`config.mk`:
```
export PLATFORM = sky130hd
export DESIGN_NAME = tcp_server_conn_ctrl
export DESIGN_NICKNAME = d
export VERILOG_FILES = /design/src/rtl/tcp_server_conn_ctrl.sv
export SDC_FILE = /design/constraint.sdc
export NUM_CORES = 1
export LEC_CHECK = 0
export BUFFER_PORTS_ARGS = -buffer_cell sky130_fd_sc_hd__buf_2
export CAP_MARGIN = 20
export CELL_PAD_IN_SITES_DETAIL_PLACEMENT = 1
export CELL_PAD_IN_SITES_GLOBAL_PLACEMENT = 2
export CORE_AREA = 2 2 163 165
export DETAILED_ROUTE_END_ITERATION = 12
export DIE_AREA = 0 0 165 167
export PLACE_DENSITY = 0.76
export SLEW_MARGIN = 20
export SYNTH_ARGS = -nofsm -noshare
export SYNTH_HDL_FRONTEND = slang
export SYNTH_SLANG_ARGS = --single-unit
```
`constraint.sdc`:
```
create_clock -name clk -period 3.4 [get_ports clk]
set_input_delay 0.17 -clock clk [delete_from_list [all_inputs] [get_ports clk]]
set_output_delay 0.17 -clock clk [all_outputs]
set_load 0.02 [all_outputs]
```
`src/rtl/tcp_server_conn_ctrl.sv`:
```
// Server-side passive-open TCP connection controller: LISTEN -> SYN-ACK -> ESTABLISHED,
// with MSS negotiation, SYN-ACK retransmission on timeout and abort after the retry budget.
module tcp_server_conn_ctrl #(
  parameter int SYNACK_TIMEOUT = 1000,
  parameter int MAX_RETRIES    = 3,
  parameter int DEFAULT_MSS    = 536
) (
  input  logic        clk,
  input  logic        rst,
  input  logic [31:0] isn,
  input  logic        rx_valid,
  output logic        rx_ready,
  input  logic        rx_syn,
  input  logic        rx_ack,
  input  logic        rx_fin,
  input  logic        rx_rst,
  input  logic [31:0] rx_seq,
  input  logic [31:0] rx_ack_num,
  input  logic [15:0] rx_mss,
  output logic        tx_valid,
  input  logic        tx_ready,
  output logic        tx_syn,
  output logic        tx_ack,
  output logic [31:0] tx_seq,
  output logic [31:0] tx_ack_num,
  output logic [15:0] tx_mss,
  output logic [15:0] mss,
  output logic        established,
  output logic        abort,
  output logic [1:0]  state
);

  localparam int TW = (SYNACK_TIMEOUT > 1) ? $clog2(SYNACK_TIMEOUT) : 1;
  localparam int RW = (MAX_RETRIES > 0) ? $clog2(MAX_RETRIES + 1) : 1;
  localparam logic [TW-1:0] TIMER_LAST = TW'(SYNACK_TIMEOUT - 1);
  localparam logic [RW-1:0] RETRY_MAX  = RW'(MAX_RETRIES);
  localparam logic [15:0]   MSS_DEF    = 16'(DEFAULT_MSS);

  typedef enum logic [1:0] {
    LISTEN      = 2'd0,
    SEND_SYNACK = 2'd1,
    WAIT_ACK    = 2'd2,
    ESTABLISHED = 2'd3
  } state_t;

  state_t          state_r, state_n;
  logic [31:0]     iss_r, irs_r;
  logic [TW-1:0]   timer_r;
  logic [RW-1:0]   retry_r;
  logic [15:0]     mss_r, mss_n;
  logic [31:0]     tx_seq_r, tx_ack_num_r;
  logic [15:0]     tx_mss_r;
  logic            tx_valid_r, established_r, abort_r, rx_ready_r;
  logic            accept, latch_syn, retry_inc, abort_n;

  assign accept = rx_valid & rx_ready_r;

  // MSS offered by the peer is honoured only when it is present and below our ceiling
  always_comb begin
    if ((rx_mss < MSS_DEF) && (rx_mss != 16'd0)) begin
      mss_n = rx_mss;
    end else begin
      mss_n = MSS_DEF;
    end
  end

  // Next-state decode; WAIT_ACK branches are ordered by event priority
  always_comb begin
    state_n   = state_r;
    latch_syn = 1'b0;
    retry_inc = 1'b0;
    abort_n   = 1'b0;
    case (state_r)
      LISTEN: begin
        if (accept && rx_syn && !rx_ack && !rx_rst) begin
          state_n   = SEND_SYNACK;
          latch_syn = 1'b1;
        end else begin
          state_n = LISTEN;
        end
      end
      SEND_SYNACK: begin
        if (tx_valid_r && tx_ready) begin
          state_n = WAIT_ACK;
        end else begin
          state_n = SEND_SYNACK;
        end
      end
      WAIT_ACK: begin
        if (accept && rx_rst) begin
          state_n = LISTEN;
        end else if (accept && rx_ack && !rx_syn && (rx_ack_num == iss_r + 32'd1)) begin
          state_n = ESTABLISHED;
        end else if (accept && rx_syn && !rx_ack && (rx_seq == irs_r)) begin
          state_n = SEND_SYNACK;
        end else if (timer_r == TIMER_LAST) begin
          if (retry_r == RETRY_MAX) begin
            state_n = LISTEN;
            abort_n = 1'b1;
          end else begin
            state_n   = SEND_SYNACK;
            retry_inc = 1'b1;
          end
        end else begin
          state_n = WAIT_ACK;
        end
      end
      ESTABLISHED: begin
        if (accept && (rx_rst || rx_fin)) begin
          state_n = LISTEN;
        end else begin
          state_n = ESTABLISHED;
        end
      end
      default: begin
        state_n = LISTEN;
      end
    endcase
  end

  // State, handshake context and registered outputs
  always_ff @(posedge clk) begin
    if (rst) begin
      state_r       <= LISTEN;
      iss_r         <= 32'd0;
      irs_r         <= 32'd0;
      timer_r       <= '0;
      retry_r       <= '0;
      mss_r         <= MSS_DEF;
      tx_seq_r      <= 32'd0;
      tx_ack_num_r  <= 32'd0;
      tx_mss_r      <= 16'd0;
      tx_valid_r    <= 1'b0;
      established_r <= 1'b0;
      abort_r       <= 1'b0;
      rx_ready_r    <= 1'b1;
    end else begin
      state_r       <= state_n;
      tx_valid_r    <= (state_n == SEND_SYNACK);
      established_r <= (state_n == ESTABLISHED);
      abort_r       <= abort_n;
      rx_ready_r    <= (state_n != SEND_SYNACK);
      timer_r       <= ((state_r == WAIT_ACK) && (state_n == WAIT_ACK)) ? timer_r + 1'b1 : '0;
      if (latch_syn) begin
        irs_r        <= rx_seq;
        iss_r        <= isn;
        mss_r        <= mss_n;
        retry_r      <= '0;
        tx_seq_r     <= isn;
        tx_ack_num_r <= rx_seq + 32'd1;
        tx_mss_r     <= mss_n;
      end else if (state_n == LISTEN) begin
        mss_r   <= MSS_DEF;
        retry_r <= '0;
      end else if (retry_inc) begin
        retry_r <= retry_r + 1'b1;
      end else begin
        retry_r <= retry_r;
      end
    end
  end

  assign rx_ready    = rx_ready_r;
  assign tx_valid    = tx_valid_r;
  assign tx_syn      = tx_valid_r;
  assign tx_ack      = tx_valid_r;
  assign tx_seq      = tx_seq_r;
  assign tx_ack_num  = tx_ack_num_r;
  assign tx_mss      = tx_mss_r;
  assign mss         = mss_r;
  assign established = established_r;
  assign abort       = abort_r;
  assign state       = state_r;

endmodule

```
==> flow_summary.json <==
{
  "ios": 224,
  "slew_headroom_pct": 42.2,
  "dr_wl_met2_um": 12700,
  "finalPower_mw": 4.05,
  "comb_power_share_pct": 10.9,
  "initial_core_util_pct": 28.5,
  "portBuffers": 223,
  "final_antenna_net_count": 0,
  "dp_cells": 1428,
  "grt_overflow": 0,
  "dieArea_sq_um": 27600,
  "power.switching_mw": 1.09,
  "utilization_pct": 37.9,
  "yosysUniqueCellTypes": 63,
  "worstPathRequired_ps": 3740,
  "ys_ff_latch": 146,
  "setup_ws_ps": 229,
  "cts_max_level": 4,
  "hp-class": "in -> reg",
  "drive_gt1_share_pct": 25.3,
  "clockBufferDepth": 2,
  "drt-pass1-iter-count": 4,
  "final-instance-count-excl-fill": 1499,
  "grt_pass1_wl_um": 40000,
  "dr_total_vias": 7391,
  "skew_ps": 12.7,
  "fin_setup_tns_ps": 0,
  "min_path_cells": 3,
  "seq_power_share_pct": 43.7,
  "avgViaCountPerCell": 4.93,
  "p_int_mw": 2.96,
  "cp-end-kind": "register",
  "setup_violations": 0,
  "grt_max_degree": 105,
  "drt-met1-wl_um": 11100,
  "rsz0062_at_grt": "no",
  "grt_pass1_vias": 7404,
  "place_congestion": 0.850,
  "routedWlPerCell_um": 17.1,
  "timing.rr.end": "mss[2]",
  "critical_path_class": "reg -> reg",
  "ff2ff_path_depth": 10,
  "synthCells": 903,
  "dr_wl_met3_um": 1400,
  "postSynthAreaPerCell_sq_um": 8.14,
  "drc_errors": 0,
  "cts_buffers": 17,
  "pwr-share-clk_pct": 45.5,
  "p_leak_nw": 3.96,
  "cts_tree": "built",
  "ys_seq_area_share_pct": 39.8,
  "cp.arrival_ps": 3510,
  "coreArea_sq_um": 25800,
  "cts-root-buf": "clkbuf_16",
  "nets": 1272,
  "mostFrequentLayoutCells": "buf_2, nand2_1, dfxtp_1, a21oi_1, nor2_1",
  "syn_nets": 1027,
  "r2r_start": "tx_seq[0]",
  "final.period_utilization_pct": 93.3,
  "ys.flop_type": "dfxtp_1",
  "finalHoldViolCount": 0,
  "p_sw_share_pct": 26.8,
  "clock.fmax_mhz": 315,
  "cts.sinks": 146,
  "antenna_found_initial": 5,
  "initialDrtViolationCount": 332,
  "status": "completed",
  "place_ws_ps": 213,
  "period_minus_slack_ps": 3170,
  "irDropWorstVdd_v": 0.000234,
  "maxSlewViolCount": 0,
  "cts_setup_buffers": 0,
  "reg2reg_slack_ps": 230,
  "startpoint_type": "register",
  "fp.dieH_um": 167,
  "mostFrequentLayoutCell": "buf_2",
  "synth-edff-count": 0,
  "clkTransAtPathRegs_ps": 60,
  "worstPathMaxFanout": 7,
  "chipWidth_um": 165,
  "areaGrowthSynthToFinish_pct": 32.9,
  "min_from": "isn[1]",
  "dr.max_layer_used": "met5",
  "min_to": "tx_seq[1]",
  "grt_use_total_pct": 18.5,
  "async_reset_ff_share_pct": 0,
  "tightestPinTransition_ps": 867,
  "netlist_area_sq_um": 7350,
  "power_density_nw_per_um2": 415,
  "hpwl_um": 19200,
  "clk_latency_ps": 420,
  "row_count": 59,
  "maxCapViolations": 0,
  "yosys_warnings": 0,
  "routed_wl_um": 25700,
  "n_fill_cell": 3164
}
-- Yosys cell counts (5+ instances only) --
cell type | n | area, sq um
clkbuf_1 | 43 | 161
nand2_1 | 161 | 604
nand3_1 | 31 | 155
nor4_1 | 17 | 106
a22o_1 | 7 | 61.3
a211oi_1 | 35 | 263
nand4b_1 | 5 | 43.8
or3_1 | 8 | 50.1
a22oi_1 | 7 | 52.6
a31oi_1 | 6 | 37.5
nor2b_1 | 7 | 43.8
buf_4 | 6 | 45.0
inv_1 | 8 | 30.0
xor2_1 | 70 | 613
nand4_1 | 20 | 125
dfxtp_1 | 146 | 2920
nor3_1 | 19 | 95.1
and3_1 | 16 | 100
o21ai_0 | 10 | 50.1
and4_1 | 9 | 78.8
and2_1 | 16 | 100
nor2_1 | 72 | 270
a21oi_1 | 84 | 420
xnor2_1 | 34 | 298
nand2b_1 | 8 | 50.1
-- how the worst max path moves through the flow --
stage / cells past startpoint / slack (ps) / start / endpoint
after floorplan: 10 / 470 / tx_seq[0] / retry_r[1]
after global placement: 10 / 320 / tx_seq[0] / mss[1]
after detailed placement: 10 / 210 / tx_seq[0] / mss[0]
after CTS: 10 / 180 / tx_seq[0] / mss[2]
after global routing: 10 / 9 / tx_seq[0] / mss[2]
final: 10 / 230 / tx_seq[0] / mss[2]
-- cell type report --
| class | count | area [sq um] | share of cell area [%] |
|---|---|---|---|
| Multi-Input combinational cell | 697 | 4190 | 42.9 |
| Sequential cell | 146 | 2920 | 29.9 |
| Timing Repair Buffer | 277 | 1630 | 16.6 |
| Clock buffer | 19 | 443 | 4.53 |
| Tap cell | 335 | 419 | 4.29 |
| Clock inverter | 13 | 125 | 1.28 |
| Inverter | 9 | 33.8 | 0.346 |
| Antenna cell | 3 | 7.51 | 0.0768 |
-- cell families (layout without fill, tap and decap cells) --
logic type | Yosys count | after routing | synth area share [%]
DFF | 146 | 146 | 39.8
buffers and inverters | 60 | 318 | 3.40
muxes | 4 | 4 | 0.613
xor gates and xnor gates | 104 | 104 | 12.4
AOI/OAI and AO/OA | 172 | 172 | 14.8
other | 0 | 3 | 0
and+or+nand+nor | 413 | 413 | 28.3
adders and majority gates | 4 | 4 | 0.681
-- per-layer routing --
layer	vias to the layer above	track usage, %
met5	-	0
met4	4	5.03
met3	39	4.43
met2	203	32.0
met1	3500	22.8
li1	3645	-
-- worst max-delay path: stages, from the launching register on --
cell,delay (ps)
dfxtp_1,450
ha_1,250
nand3_1,170
or4_4,560
or2_4,260
mux2_4,310
nor4_2,230
nand4_1,290
o21ai_4,360
a22oi_1,110
nor2_1,110
-- registers in the layout, indices dropped and copies added (netlist names), 2 cells and up --
| signal | cells |
|---|---|
| tx_ack_num | 32 |
| tx_mss | 16 |
| retry_r | 2 |
| state | 2 |
| irs_r | 32 |
| mss | 16 |
| timer_r | 10 |
| tx_seq | 32 |
-- power groups by stage --
stage | Sequential, mW | Clock, mW | Combinational (mW)
floorplan | 1.83 | 0 | 0.191
global placement | 1.81 | 0 | 0.410
detailed placement | 1.81 | 0 | 0.410
CTS | 1.77 | 1.91 | 0.445
global route | 1.77 | 1.98 | 0.486
finish | 1.77 | 1.84 | 0.440
-- per-stage QoR --
step | instance area (sq um) | hold slack, ps
CTS | 9760 | 0.977
floorplan | 7350 | 296
global route | 9770 | 11.2
finish | 9770 | 18.3
detailed placement | 8830 | 420
global placement | 8830 | 415
-- timing repair --
item,4_1_cts,5_1_grt
hold buffers,36,0
endpoints found under the setup margin,0,6
endpoints found under the hold margin,36,0
resized for setup,0,1
Note: power is estimated with default switching activity, not from simulation.
